<file path="src/rtl/i2c_pkg.sv">
// Shared I2C definitions: field widths, arbiter FSM state encoding and the
// latched transaction record used between the arbiter and the master core.
package i2c_pkg;

    localparam int I2C_ADDR_W = 7;
    localparam int I2C_DATA_W = 8;

    localparam logic [2:0] ST_IDLE      = 3'd0;
    localparam logic [2:0] ST_ISSUE     = 3'd1;
    localparam logic [2:0] ST_WAIT_BUSY = 3'd2;
    localparam logic [2:0] ST_WAIT_DONE = 3'd3;
    localparam logic [2:0] ST_RESP      = 3'd4;

    typedef struct packed {
        logic [I2C_ADDR_W-1:0] addr;
        logic                  rw;
        logic [I2C_DATA_W-1:0] wdata;
    } i2c_txn_t;

endpackage

</file>
<file path="src/rtl/i2c_txn_arbiter_if.sv">
// Bundle between the request sources / I2C master core and the arbiter.
// slave = arbiter view, master = view of the surrounding environment.
interface i2c_txn_arbiter_if
    import i2c_pkg::*;
#(
    parameter int N_REQ = 2
) ();

    logic [N_REQ-1:0]            req_valid;
    logic [I2C_ADDR_W*N_REQ-1:0] req_addr;
    logic [N_REQ-1:0]            req_rw;
    logic [I2C_DATA_W*N_REQ-1:0] req_wdata;
    logic [N_REQ-1:0]            req_grant;
    logic [N_REQ-1:0]            req_done;
    logic [N_REQ-1:0]            req_err;
    logic [I2C_DATA_W-1:0]       req_rdata;

    logic                        m_start;
    logic [I2C_ADDR_W-1:0]       m_addr;
    logic                        m_rw;
    logic [I2C_DATA_W-1:0]       m_wdata;
    logic                        m_abort;
    logic                        m_busy;
    logic                        m_done;
    logic                        m_nack;
    logic [I2C_DATA_W-1:0]       m_rdata;

    modport slave (
        input  req_valid, req_addr, req_rw, req_wdata,
        output req_grant, req_done, req_err, req_rdata,
        output m_start, m_addr, m_rw, m_wdata, m_abort,
        input  m_busy, m_done, m_nack, m_rdata
    );

    modport master (
        output req_valid, req_addr, req_rw, req_wdata,
        input  req_grant, req_done, req_err, req_rdata,
        input  m_start, m_addr, m_rw, m_wdata, m_abort,
        output m_busy, m_done, m_nack, m_rdata
    );

endinterface

</file>
<file path="src/rtl/i2c_txn_arbiter_rr_select.sv">
// Combinational round-robin picker: first valid requester at or after ptr_i,
// wrapping modulo N_REQ.
module rr_select #(
    parameter int N_REQ = 2,
    parameter int IDX_W = $clog2(N_REQ)
) (
    input  logic [N_REQ-1:0] valid_i,
    input  logic [IDX_W-1:0] ptr_i,
    output logic [N_REQ-1:0] onehot_o,
    output logic [IDX_W-1:0] index_o,
    output logic             any_o
);

    logic             found_s;
    logic [IDX_W-1:0] pos_s;

    // scan every requester starting from the pointer, keep the first hit
    always_comb begin
        onehot_o = '0;
        index_o  = '0;
        found_s  = 1'b0;
        pos_s    = '0;
        for (int k = 0; k < N_REQ; k++) begin
            pos_s = IDX_W'((int'(ptr_i) + k) % N_REQ);
            if (!found_s && valid_i[pos_s]) begin
                found_s         = 1'b1;
                onehot_o[pos_s] = 1'b1;
                index_o         = pos_s;
            end else begin
                found_s = found_s;
            end
        end
    end

    assign any_o = |valid_i;

endmodule

</file>
<file path="src/rtl/i2c_txn_arbiter.sv">
// Round-robin arbiter/sequencer sharing one I2C master core between N_REQ
// requesters, with a saturating watchdog that aborts a stalled master.
module i2c_txn_arbiter
    import i2c_pkg::*;
#(
    parameter int N_REQ          = 2,
    parameter int TIMEOUT_CYCLES = 65535
) (
    input logic              i_Clk,
    input logic              reset,
    i2c_txn_arbiter_if.slave bus
);

    localparam int              IDX_W    = $clog2(N_REQ);
    localparam int              WD_W     = $clog2(TIMEOUT_CYCLES);
    localparam logic [WD_W-1:0] WD_LIMIT = WD_W'(TIMEOUT_CYCLES - 1);
    localparam logic [WD_W-1:0] WD_MAX   = {WD_W{1'b1}};

    logic [2:0]            state_q, state_d;
    logic [IDX_W-1:0]      owner_q, owner_d;
    logic [IDX_W-1:0]      ptr_q, ptr_d;
    logic [N_REQ-1:0]      grant_q, grant_d;
    logic [N_REQ-1:0]      done_q, done_d;
    logic [N_REQ-1:0]      err_q, err_d;
    logic [I2C_DATA_W-1:0] rdata_q, rdata_d;
    i2c_txn_t              txn_q, txn_d;
    logic                  start_q, start_d;
    logic                  abort_q, abort_d;
    logic [WD_W-1:0]       wdog_q, wdog_d;

    logic [N_REQ-1:0]      sel_onehot_s;
    logic [IDX_W-1:0]      sel_idx_s;
    logic                  sel_any_s;
    i2c_txn_t              sel_txn_s;
    logic                  timeout_s;

    rr_select #(
        .N_REQ (N_REQ),
        .IDX_W (IDX_W)
    ) u_rr_select (
        .valid_i  (bus.req_valid),
        .ptr_i    (ptr_q),
        .onehot_o (sel_onehot_s),
        .index_o  (sel_idx_s),
        .any_o    (sel_any_s)
    );

    // extract the selected requester's transaction fields
    always_comb begin
        sel_txn_s.addr  = bus.req_addr[int'(sel_idx_s)*I2C_ADDR_W +: I2C_ADDR_W];
        sel_txn_s.rw    = bus.req_rw[sel_idx_s];
        sel_txn_s.wdata = bus.req_wdata[int'(sel_idx_s)*I2C_DATA_W +: I2C_DATA_W];
    end

    assign timeout_s = (wdog_q == WD_LIMIT);

    // next-state logic; grant_q is one-hot on the owner, so it doubles as the
    // done/err steering mask and non-owners can never be signalled
    always_comb begin
        state_d = state_q;
        owner_d = owner_q;
        ptr_d   = ptr_q;
        grant_d = grant_q;
        done_d  = '0;
        err_d   = '0;
        rdata_d = rdata_q;
        txn_d   = txn_q;
        start_d = 1'b0;
        abort_d = 1'b0;

        // zero while idle so it reads 0 in ISSUE; saturates instead of wrapping
        if (state_q == ST_IDLE) begin
            wdog_d = '0;
        end else if (wdog_q != WD_MAX) begin
            wdog_d = wdog_q + WD_W'(1);
        end else begin
            wdog_d = wdog_q;
        end

        case (state_q)
            ST_IDLE: begin
                if (sel_any_s) begin
                    owner_d = sel_idx_s;
                    grant_d = sel_onehot_s;
                    txn_d   = sel_txn_s;
                    start_d = 1'b1;
                    state_d = ST_ISSUE;
                end else begin
                    grant_d = '0;
                end
            end
            ST_ISSUE: begin
                state_d = ST_WAIT_BUSY;
            end
            ST_WAIT_BUSY, ST_WAIT_DONE: begin
                // m_done has priority over a timeout in the same cycle
                if (bus.m_done) begin
                    done_d  = grant_q;
                    err_d   = bus.m_nack ? grant_q : '0;
                    rdata_d = bus.m_rdata;
                    state_d = ST_RESP;
                end else if (timeout_s) begin
                    abort_d = 1'b1;
                    done_d  = grant_q;
                    err_d   = grant_q;
                    rdata_d = 8'h00;
                    state_d = ST_RESP;
                end else if (bus.m_busy) begin
                    state_d = ST_WAIT_DONE;
                end else begin
                    state_d = state_q;
                end
            end
            ST_RESP: begin
                grant_d = '0;
                state_d = ST_IDLE;
                if (owner_q == IDX_W'(N_REQ - 1)) begin
                    ptr_d = '0;
                end else begin
                    ptr_d = owner_q + IDX_W'(1);
                end
            end
            default: begin
                grant_d = '0;
                state_d = ST_IDLE;
            end
        endcase
    end

    // state and output registers with synchronous active-low reset
    always_ff @(posedge i_Clk) begin
        if (!reset) begin
            state_q <= ST_IDLE;
            owner_q <= '0;
            ptr_q   <= '0;
            grant_q <= '0;
            done_q  <= '0;
            err_q   <= '0;
            rdata_q <= '0;
            txn_q   <= '0;
            start_q <= 1'b0;
            abort_q <= 1'b0;
            wdog_q  <= '0;
        end else begin
            state_q <= state_d;
            owner_q <= owner_d;
            ptr_q   <= ptr_d;
            grant_q <= grant_d;
            done_q  <= done_d;
            err_q   <= err_d;
            rdata_q <= rdata_d;
            txn_q   <= txn_d;
            start_q <= start_d;
            abort_q <= abort_d;
            wdog_q  <= wdog_d;
        end
    end

    assign bus.req_grant = grant_q;
    assign bus.req_done  = done_q;
    assign bus.req_err   = err_q;
    assign bus.req_rdata = rdata_q;
    assign bus.m_start   = start_q;
    assign bus.m_abort   = abort_q;
    assign bus.m_addr    = txn_q.addr;
    assign bus.m_rw      = txn_q.rw;
    assign bus.m_wdata   = txn_q.wdata;

endmodule

</file>
<file path="src/flat_wrapper.sv">
// flat-port wrapper written by rule: the top's interface ports become plain ports
module i2c_txn_arbiter_flat import i2c_pkg::*;
#(
    parameter int N_REQ          = 2,
    parameter int TIMEOUT_CYCLES = 65535
)
  (i_Clk, reset, bus_req_valid, bus_req_addr, bus_req_rw, bus_req_wdata, bus_req_grant, bus_req_done, bus_req_err, bus_req_rdata, bus_m_start, bus_m_addr, bus_m_rw, bus_m_wdata, bus_m_abort, bus_m_busy, bus_m_done, bus_m_nack, bus_m_rdata);
  i2c_txn_arbiter_if #(.N_REQ(N_REQ)) bus_i ();
  input logic i_Clk;
  input logic reset;
  input wire logic [$bits(bus_i.req_valid)-1:0] bus_req_valid;
  input wire logic [$bits(bus_i.req_addr)-1:0] bus_req_addr;
  input wire logic [$bits(bus_i.req_rw)-1:0] bus_req_rw;
  input wire logic [$bits(bus_i.req_wdata)-1:0] bus_req_wdata;
  output wire logic [$bits(bus_i.req_grant)-1:0] bus_req_grant;
  output wire logic [$bits(bus_i.req_done)-1:0] bus_req_done;
  output wire logic [$bits(bus_i.req_err)-1:0] bus_req_err;
  output wire logic [$bits(bus_i.req_rdata)-1:0] bus_req_rdata;
  output wire logic [$bits(bus_i.m_start)-1:0] bus_m_start;
  output wire logic [$bits(bus_i.m_addr)-1:0] bus_m_addr;
  output wire logic [$bits(bus_i.m_rw)-1:0] bus_m_rw;
  output wire logic [$bits(bus_i.m_wdata)-1:0] bus_m_wdata;
  output wire logic [$bits(bus_i.m_abort)-1:0] bus_m_abort;
  input wire logic [$bits(bus_i.m_busy)-1:0] bus_m_busy;
  input wire logic [$bits(bus_i.m_done)-1:0] bus_m_done;
  input wire logic [$bits(bus_i.m_nack)-1:0] bus_m_nack;
  input wire logic [$bits(bus_i.m_rdata)-1:0] bus_m_rdata;
  assign bus_i.req_valid = bus_req_valid;
  assign bus_i.req_addr = bus_req_addr;
  assign bus_i.req_rw = bus_req_rw;
  assign bus_i.req_wdata = bus_req_wdata;
  assign bus_req_grant = bus_i.req_grant;
  assign bus_req_done = bus_i.req_done;
  assign bus_req_err = bus_i.req_err;
  assign bus_req_rdata = bus_i.req_rdata;
  assign bus_m_start = bus_i.m_start;
  assign bus_m_addr = bus_i.m_addr;
  assign bus_m_rw = bus_i.m_rw;
  assign bus_m_wdata = bus_i.m_wdata;
  assign bus_m_abort = bus_i.m_abort;
  assign bus_i.m_busy = bus_m_busy;
  assign bus_i.m_done = bus_m_done;
  assign bus_i.m_nack = bus_m_nack;
  assign bus_i.m_rdata = bus_m_rdata;
  i2c_txn_arbiter #(.N_REQ(N_REQ), .TIMEOUT_CYCLES(TIMEOUT_CYCLES)) u_core (.i_Clk(i_Clk), .reset(reset), .bus(bus_i));
endmodule
</file>
<file path="config.mk">
export PLATFORM = sky130hd
export DESIGN_NAME = i2c_txn_arbiter_flat
export DESIGN_NICKNAME = d
export VERILOG_FILES = /design/src/rtl/i2c_pkg.sv /design/src/rtl/i2c_txn_arbiter_if.sv /design/src/rtl/i2c_txn_arbiter_rr_select.sv /design/src/rtl/i2c_txn_arbiter.sv /design/src/flat_wrapper.sv
export SDC_FILE = /design/constraint.sdc
export NUM_CORES = 1
export LEC_CHECK = 0
export ABC_CLOCK_PERIOD_IN_PS = 1900
export CAP_MARGIN = 30
export CELL_PAD_IN_SITES_DETAIL_PLACEMENT = 0
export CELL_PAD_IN_SITES_GLOBAL_PLACEMENT = 1
export CORE_MARGIN = 5
export CORE_UTILIZATION = 33
export DETAILED_ROUTE_END_ITERATION = 10
export PLACE_DENSITY_LB_ADDON = 0.1
export SYNTH_ARGS = -nofsm -noshare
export SYNTH_HDL_FRONTEND = slang
export SYNTH_HIERARCHICAL = 1
export SYNTH_SLANG_ARGS = --single-unit
export TNS_END_PERCENT = 30
</file>
<file path="constraint.sdc">
create_clock -name i_Clk -period 1.9 [get_ports i_Clk]
set_clock_uncertainty 0.1 [all_clocks]
set_input_delay 0.285 -clock i_Clk [delete_from_list [all_inputs] [get_ports i_Clk]]
set_output_delay 0.285 -clock i_Clk [all_outputs]
set_load 0.01 [all_outputs]
</file>
Word level (Yosys, flattened, before mapping)
Index checks and enable logic that the tools add are counted.
{"block": "word_totals", "inputBits": 47, "word_cells": 82, "ff_bits": 53, "output_inout_bits": 32}
{"block": "classes", "reduce_logical": 16, "addsub": 3, "eq_ne": 8, "mux": 31, "magnitude_cmp": 5, "bitwise_logic": 3, "mul": 1, "shifts": 2}
{"operator": "$shiftx 14x32->7", "count": 1}
{"operator": "$add 16x1->16 const B", "count": 1}
{"operator": "$eq 16x16->1 const B", "count": 1}
{"operator": "$mux 8", "count": 2}
{"operator": "$ne 16x16->1 const B", "count": 1}
{"operator": "$shiftx 16x5->8", "count": 1}
{"operator": "$mux 1", "count": 14}
{"operator": "$mux 2", "count": 7}
{"operator": "$mux 3", "count": 4}
{"operator": "$reduce_and 2->1", "count": 5}
{"operator": "$pmux 3 s3", "count": 1}
{"operator": "$eq 3x2->1 const B", "count": 2}
{"operator": "$lt 1x2->1 const B", "count": 3}
{"operator": "$reduce_or 2->1", "count": 3}
{"operator": "$reduce_or 3->1", "count": 2}
{"operator": "$mul 1x3->4 const B", "count": 1}
{"operator": "$ne 4x3->1 const B", "count": 1}
{"operator": "$pmux 2 s2", "count": 1}
{"operator": "$eq 3x1->1 const B", "count": 1}
{"operator": "$eq 3x3->1 const B", "count": 1}
{"operator": "$logic_and 1x1->1", "count": 3}
{"operator": "$logic_not 3->1", "count": 1}
{"operator": "$add 1x1->1 const B", "count": 2}
{"operator": "$demux 1 s1", "count": 2}
{"operator": "6 further kinds", "count": 8}

Longest topological paths before layout
Gate-level depths: netlist of run 1.
{"block": "logic_depth", "word_depth": 9, "mapped_depth": 7, "mapped_depth_nobuf": 6}

By module
Netlist of run 1, hierarchy kept.
{"module": "i2c_txn_arbiter", "seq_area_each_um2": 1061.0, "cells_per_inst": 243, "n_inst": 1, "area_each_um2": 2293.4}
{"module": "rr_select", "seq_area_each_um2": 0.0, "cells_per_inst": 5, "n_inst": 1, "area_each_um2": 32.5}

Least setup slack after synthesis of run 1
OpenSTA, ideal clock, no wires.
{"block": "synth_path", "path_kind": "reg-to-reg", "from": "reg u_core.wdog_q[0]", "to": "reg u_core.rdata_q[0], in the netlist u_core/bus.req_rdata[0]", "path_slack_ps": 246, "arrival_time_ps": 1484, "t_required_ps": 1730, "period_less_slack_ps": 1654, "n_path_buf": 1, "setup_time_ps": 70, "stages_incl_launch_ff": 8, "path_cell_list": "dfxtp_1 > inv_1 > ha_1 > and4_2 > a41oi_1 > clkbuf_1 > o21ai_0 > a21oi_1"}
{"block": "synth_via", "elab_chain_len": 3}
{"item": "start, declared", "line_no": "i2c_txn_arbiter.sv:29", "source": "logic [WD_W-1:0] wdog_q, wdog_d;"}
{"item": "start signal, assigned", "line_no": "i2c_txn_arbiter.sv:155", "source": "wdog_q <= wdog_d;"}
{"item": "$eq 16x16->1", "line_no": "i2c_txn_arbiter.sv:55", "source": "assign timeout_s = (wdog_q == WD_LIMIT);"}
{"item": "$reduce_bool 2->1 (no line)"}
{"item": "$reduce_and 2->1 (no line)"}
{"item": "end signal, assigned", "line_no": "i2c_txn_arbiter.sv:151", "source": "rdata_q <= rdata_d;"}
{"item": "end, declared", "line_no": "i2c_txn_arbiter.sv:25", "source": "logic [I2C_DATA_W-1:0] rdata_q, rdata_d;"}
Every way passes these cells.
A chain may end at the register's enable or synchronous reset.

Worst setup path after layout of run 1
{"block": "layout_path", "from": "reg u_core.wdog_q[1]", "to": "reg u_core.wdog_q[14]"}
{"block": "layout_via", "elab_chain_len": 1, "elab_cells_between_ends": 2, "classes_between": "add/sub: 1; eq/ne: 1"}
{"item": "$add 16x1->16 or $ne 16x16->1 (tied branches)", "line_no": "i2c_txn_arbiter.sv:75, i2c_txn_arbiter.sv:74"}
Several ways; a longest one is shown, not always the timed one.

==> results.yml, run 1 <==
synthesis:
  synth_edf_count: 0
  synth-seq-area-share: 0.456
  synthDistinctLibCells: 44
  synthFlopType: "dfxtp_1"
  ys_async_sr_fraction: 0
  synth_nets: 297
  avgSynthCellArea_um2: 9.38
  synth_cells: 248
  ys_ff_latch: 53
  synth_area_mm2: 0.00233
  yosysWarningCount: 6
clock_tree:
  worst_skew_pair.late_latency_ns: 0.30
  cts_tree: "built"
  ctsHtreeMaxLevel: 2
  clkSinkCount: 53
  postCtsHoldBufs: 0
  cts_made_buffers: 5
  clockBufferDepth: 2
  clk_pin_slew_ns: 0.09
  clockRootBuffer: "clkbuf_8"
timing:
  setup_violations: 0
  setup_tns_ns: 0
  relSlewSlack: 0.714
  hold_violations: 0
  holdWs_ns: 0.345
  rsz0062_at_grt: "false"
  worst_pin_slew_ns: 0.426
  finalMaxSlewViolations: 0
  post-route-min-period_ns: 1.81
  fmax_ghz: 0.554
  fin_ws_ns: 0.0936
  finalCritPeriodShare: 0.951
critical_path:
  worstReg2RegStart: "u_core/wdog_q[1]"
  cp_data_required_time_ns: 2.03
  worst-r2r-setup-slack_ns: 0.09
  critPathSlowestCell: "or3_1"
  path_class: "reg2reg"
  reg2regPathDepth: 5
  path_buf_inv: 0
  end_kind: "flop"
  path_delay_family: "simple AND/OR/NAND/NOR gates"
  timing.critical_path.fanout_max: 5
  startpoint_type: "flop"
  crit_chain: "ha_1, and4_2, o211ai_1, or3_1, a21oi_1"
  r2r_end: "u_core/wdog_q[14]"
  arrival_ns: 1.93
  slowest_delay_ns: 0.39
cells_and_area:
  fin_area_mm2: 0.00338
  drive_gt1_frac: 0.0898
  final_cell_mix: "78 x clkdlybuf4s50_1, 53 x dfxtp_1, 27 x nor2_1, 19 x a21oi_1"
  final_cells: 430
  area.growth.synth_to_final_pct: 45.2
  fill_cells: 664
  finalCoreUtilization: 0.495
  insertedDiodeCount: 0
  mostFrequentLayoutCell: "clkdlybuf4s50_1"
  finalNetCount: 382
worst_hold_path:
  min_from: "u_core/owner_q"
  hp-class: "reg2reg"
  whs_path_depth: 1
  min_to: "u_core/ptr_q"
drt:
  wl_per_cell_um: 13.5
  via_per_inst: 4.87
  drt-initial-drc-count: 35
  postRouteAntennaNets: 0
  vias: 2095
  drc: 0
  first_pass_iters: 4
  routed_wl_um: 5820
die:
  die_area_mm2: 0.00883
  die_width_um: 94.0
  die_h_um: 94.0
  coreArea_mm2: 0.00683
  fp-row-count: 30
  ios: 79
  start_util: 0.340
placement:
  pre_cts_ws_ns: 0.0867
  io_buffer_count: 78
  place_area_mm2: 0.00327
  place_inst: 420
  place_congestion: 0.722
  dp_hpwl_um: 4340
power:
  p_leak_nw: 1.24
  ir_worst_vdd_uv: 337
  power_density_mw_per_mm2: 704
  total_power_mw: 2.38
grt:
  gr-total-overflow: 0
  grt_max_degree: 34
  track_usage: 0.131
  antenna_found_initial: 0
  grt_pass1_vias: 1892
  grt_first_pass_wirelength_um: 9200
outcome:
  status: "completed"
run:
  max-cap-violations: 0
cell usage after synthesis, types with 2 or more instances:
library cell  number  share of area
a31oi_1            2         0.0054
nor3_1             3         0.0065
nand4_4            2          0.018
buf_2              4         0.0086
mux2i_1           18          0.077
nand4_1            3         0.0081
buf_4              3         0.0097
o311ai_0           2         0.0075
a211oi_1          18          0.058
ha_1               2          0.011
o31ai_1            3         0.0097
nand2b_1           4          0.011
and4_2             3          0.013
and4_1             2         0.0075
nand2_1            6         0.0097
clkbuf_1           5         0.0081
nand3_1           14          0.030
nor2_1            27          0.044
a21oi_1           19          0.041
a21boi_1           3         0.0097
inv_1              4         0.0065
o41ai_1            2         0.0075
or3_1              4          0.011
dfxtp_1           53           0.46
or4_1              3         0.0097
and2_1             4          0.011
o21ai_0           16          0.034
and3_1             3         0.0081
what timing repair did:
item / in CTS / in global routing
setup endpoints to repair: 0 / 16
buffers inserted: 0 / 2
gates resized for setup: 0 / 2
layer usage:
layer / GRT usage / vias up / share of wire
met1: 0.177 / 941 / 0.47
met3: 0.0545 / 7 / 0.077
met4: 0.0361 / 0 / 0.011
li1: - / 1095 / -
met5: 0 / - / 0
met2: 0.191 / 52 / 0.44
flip-flops by register name, summed over array words and instances (netlist names):
name                  count
u_core/owner_q            1
u_core/bus.m_wdata        8
u_core/bus.m_rw           1
u_core/state_q            3
u_core/bus.m_start        1
u_core/bus.req_rdata      8
u_core/bus.m_addr         7
u_core/wdog_q            16
u_core/bus.m_abort        1
u_core/bus.req_done       2
u_core/bus.req_err        2
u_core/bus.req_grant      2
u_core/ptr_q              1
how the worst max path moves through the flow:
| stage | startpoint | endpoint | cells past startpoint |
|---|---|---|---|
| after global placement | bus_req_valid[0] | u_core/bus.m_wdata[1] | 6 |
| after floorplan | u_core/wdog_q[0] | u_core/bus.req_rdata[0] | 7 |
| after CTS | u_core/wdog_q[0] | u_core/wdog_q[15] | 5 |
| final | u_core/wdog_q[1] | u_core/wdog_q[14] | 5 |
| after global routing | u_core/wdog_q[0] | u_core/wdog_q[15] | 6 |
| after detailed placement | bus_req_valid[1] | u_core/owner_q | 6 |
final cells by class:
type / count / area, um2 / share of cell area
multi-input cells: 178 / 1200 / 0.356
well taps: 96 / 120 / 0.0356
clock buffers: 8 / 80.1 / 0.0237
repair buffers: 90 / 896 / 0.265
flip-flops and latches: 53 / 1060 / 0.314
inverters: 5 / 18.8 / 0.00556
power by group:
| part | switching, mW | total (mW) | internal (mW) |
|---|---|---|---|
| combinational | 0.232 | 0.534 | 0.302 |
| sequential | 0.0441 | 1.23 | 1.19 |
| clock | 0.350 | 0.613 | 0.263 |
worst reg2reg max path, delay by kind of cell, from the launching register on:
family	cells	cell delay (ns)
AO/OA/AOI/OAI	2	0.35
AND/OR/NAND/NOR	2	0.67
adder cells (fa/ha/maj)	1	0.24
flip-flops	1	0.37
kinds of logic (layout without fill, tap and decap cells):
group | after synthesis | in the layout | synth area share
AOI/OAI and AO/OA | 70 | 70 | 0.192
xor gates and xnor gates | 2 | 2 | 0.00753
adders and majority gates | 2 | 2 | 0.0108
buffers and inverters | 17 | 103 | 0.0344
DFF | 53 | 53 | 0.456
muxes | 18 | 18 | 0.0775
and+or+nand+nor | 86 | 86 | 0.222
(Power assumes the default switching activity.)
==> run 2: changes to the inputs <==
Settings changed: CELL_PAD_IN_SITES_DETAIL_PLACEMENT 0 to unset, CELL_PAD_IN_SITES_GLOBAL_PLACEMENT 1 to unset, CORE_MARGIN 5 to unset, CORE_UTILIZATION 33 to 45, PLACE_DENSITY set to 0.79, PLACE_DENSITY_LB_ADDON 0.1 to unset.
==> results.yml, run 2 (synthesis gave the netlist of run 1 again) <==
critical_path:
  arrival_ns: 1.87
  cp_data_required_time_ns: 2.03
  startpoint_type: "flop"
  timing.critical_path.fanout_max: 5
  end_kind: "flop"
  path_class: "reg2reg"
  worst-r2r-setup-slack_ns: 0.16
die:
  die_area_mm2: 0.00546
  die_width_um: 73.9
  start_util: 0.480
  fp-row-count: 25
  ios: 79
  coreArea_mm2: 0.00485
  die_h_um: 73.9
cells_and_area:
  drive_gt1_frac: 0.104
  final_cells: 402
  area.growth.synth_to_final_pct: 43.8
  seq_area_mm2: 0.00106
  fill_cells: 386
  mostFrequentLayoutCell: "clkdlybuf4s50_1"
  final_cell_mix: "78 x clkdlybuf4s50_1, 52 x dfxtp_1, 27 x nor2_1, 19 x a21oi_1"
  multi_input_area_mm2: 0.00120
  finalCoreUtilization: 0.690
  finalNetCount: 384
  insertedDiodeCount: 0
  top_register: "u_core/wdog_q"
  largest_reg_flops: 16
power:
  pwr-share-comb: 0.225
  power_density_mw_per_mm2: 716
  ir_worst_vdd_uv: 364
  swShare: 0.256
  power_frac_clock: 0.262
  power.switching_uw: 614
  seq_power_share: 0.513
  p_leak_nw: 1.23
  p_int_mw: 1.78
clock_tree:
  worst_skew_pair.late_latency_ns: 0.29
  clkSinkCount: 53
  postCtsHoldBufs: 0
  clockRootBuffer: "clkbuf_8"
  ctsResizeCount: 0
  clk_pin_slew_ns: 0.09
  cts_made_buffers: 5
  clockBufferDepth: 2
  ctsHtreeMaxLevel: 2
  cts_setup_buffers: 0
  cts_tree: "built"
timing:
  setup_violations: 0
  holdWs_ns: 0.375
  relSlewSlack: 0.716
  rsz0062_at_grt: "false"
  setup_tns_ns: 0
  post-route-min-period_ns: 1.74
  finalMaxSlewViolations: 0
  hold_violations: 0
  worst_pin_slew_ns: 0.423
  fmax_ghz: 0.575
  fin_ws_ns: 0.159
  finalCritPeriodShare: 0.916
worst_hold_path:
  hp-class: "reg2reg"
drt:
  wl_per_cell_um: 13.4
  via_per_inst: 5.40
  first_pass_iters: 4
  vias: 2169
  drc: 0
  drt-initial-drc-count: 99
  routed_wl_um: 5400
  postRouteAntennaNets: 0
grt:
  grt_max_degree: 27
  gr-total-overflow: 0
  grt_pass1_vias: 1996
  grt_first_pass_wirelength_um: 8740
  antenna_found_initial: 0
  track_usage: 0.209
placement:
  place_congestion: 0.789
  io_buffer_count: 78
  place_inst: 394
  dp_hpwl_um: 4100
  pre_cts_ws_ns: 0.0472
outcome:
  status: "completed"
run:
  max-cap-violations: 0
[run 2: cell types whose count changed in the layout (fill, tap and decap cells not counted), sizes merged]
cell | before | now
clkbuf | 8 | 7
buf | 12 | 14
[run 2: power groups by stage]
| stage | Sequential, mW | Clock, mW | Combinational (mW) |
|---|---|---|---|
| 6_report | 1.23 | 0.628 | 0.538 |
| 5_1_grt | 1.24 | 0.681 | 0.586 |
| 4_1_cts | 1.23 | 0.640 | 0.542 |
| 3_5_place_dp | 1.25 | 0 | 0.539 |
| 3_3_place_gp | 1.25 | 0 | 0.530 |
| 2_1_floorplan | 1.28 | 0 | 0.218 |
[run 2: stage by stage]
step	instance area (um2)	total power, mW
floorplan	2330	1.50
global placement	3240	1.78
detailed placement	3240	1.79
CTS	3330	2.41
global route	3350	2.51
finish	3350	2.40
[run 2: worst paths after layout]
| path | endpoint | from | depth (start not counted) |
|---|---|---|---|
| hold / removal | u_core/ptr_q | u_core/owner_q | 1 |
| setup reg to reg | u_core/bus.req_rdata[7] | u_core/wdog_q[0] | 7 |
| hold reg to reg | u_core/ptr_q | u_core/owner_q | 1 |
| setup / recovery | u_core/bus.req_rdata[7] | u_core/wdog_q[0] | 7 |
[run 2: critical path: stages, from the launching register on]
cell and delay [ns]:
dfxtp_1 0.36, inv_1 0.07, ha_1 0.21, and4_2 0.24, a41oi_2 0.26, buf_2 0.20
o21ai_0 0.08, a21oi_1 0.15
[run 2: area by class of cell]
type | count | area share
timing repair buffer | 92 | 0.268
clock buffer | 7 | 0.0258
tap | 67 | 0.0251
sequential | 53 | 0.318
inverter | 5 | 0.00561
multi-input combinational | 178 | 0.358
[run 2: metal layers]
metal  wire, um  up-vias  GRT usage
li1           -     1091          -
met1       2400      997      0.263
met2       2520       75      0.337
met3        419        6     0.0700
met4         54        0     0.0662
met5          0        -          0
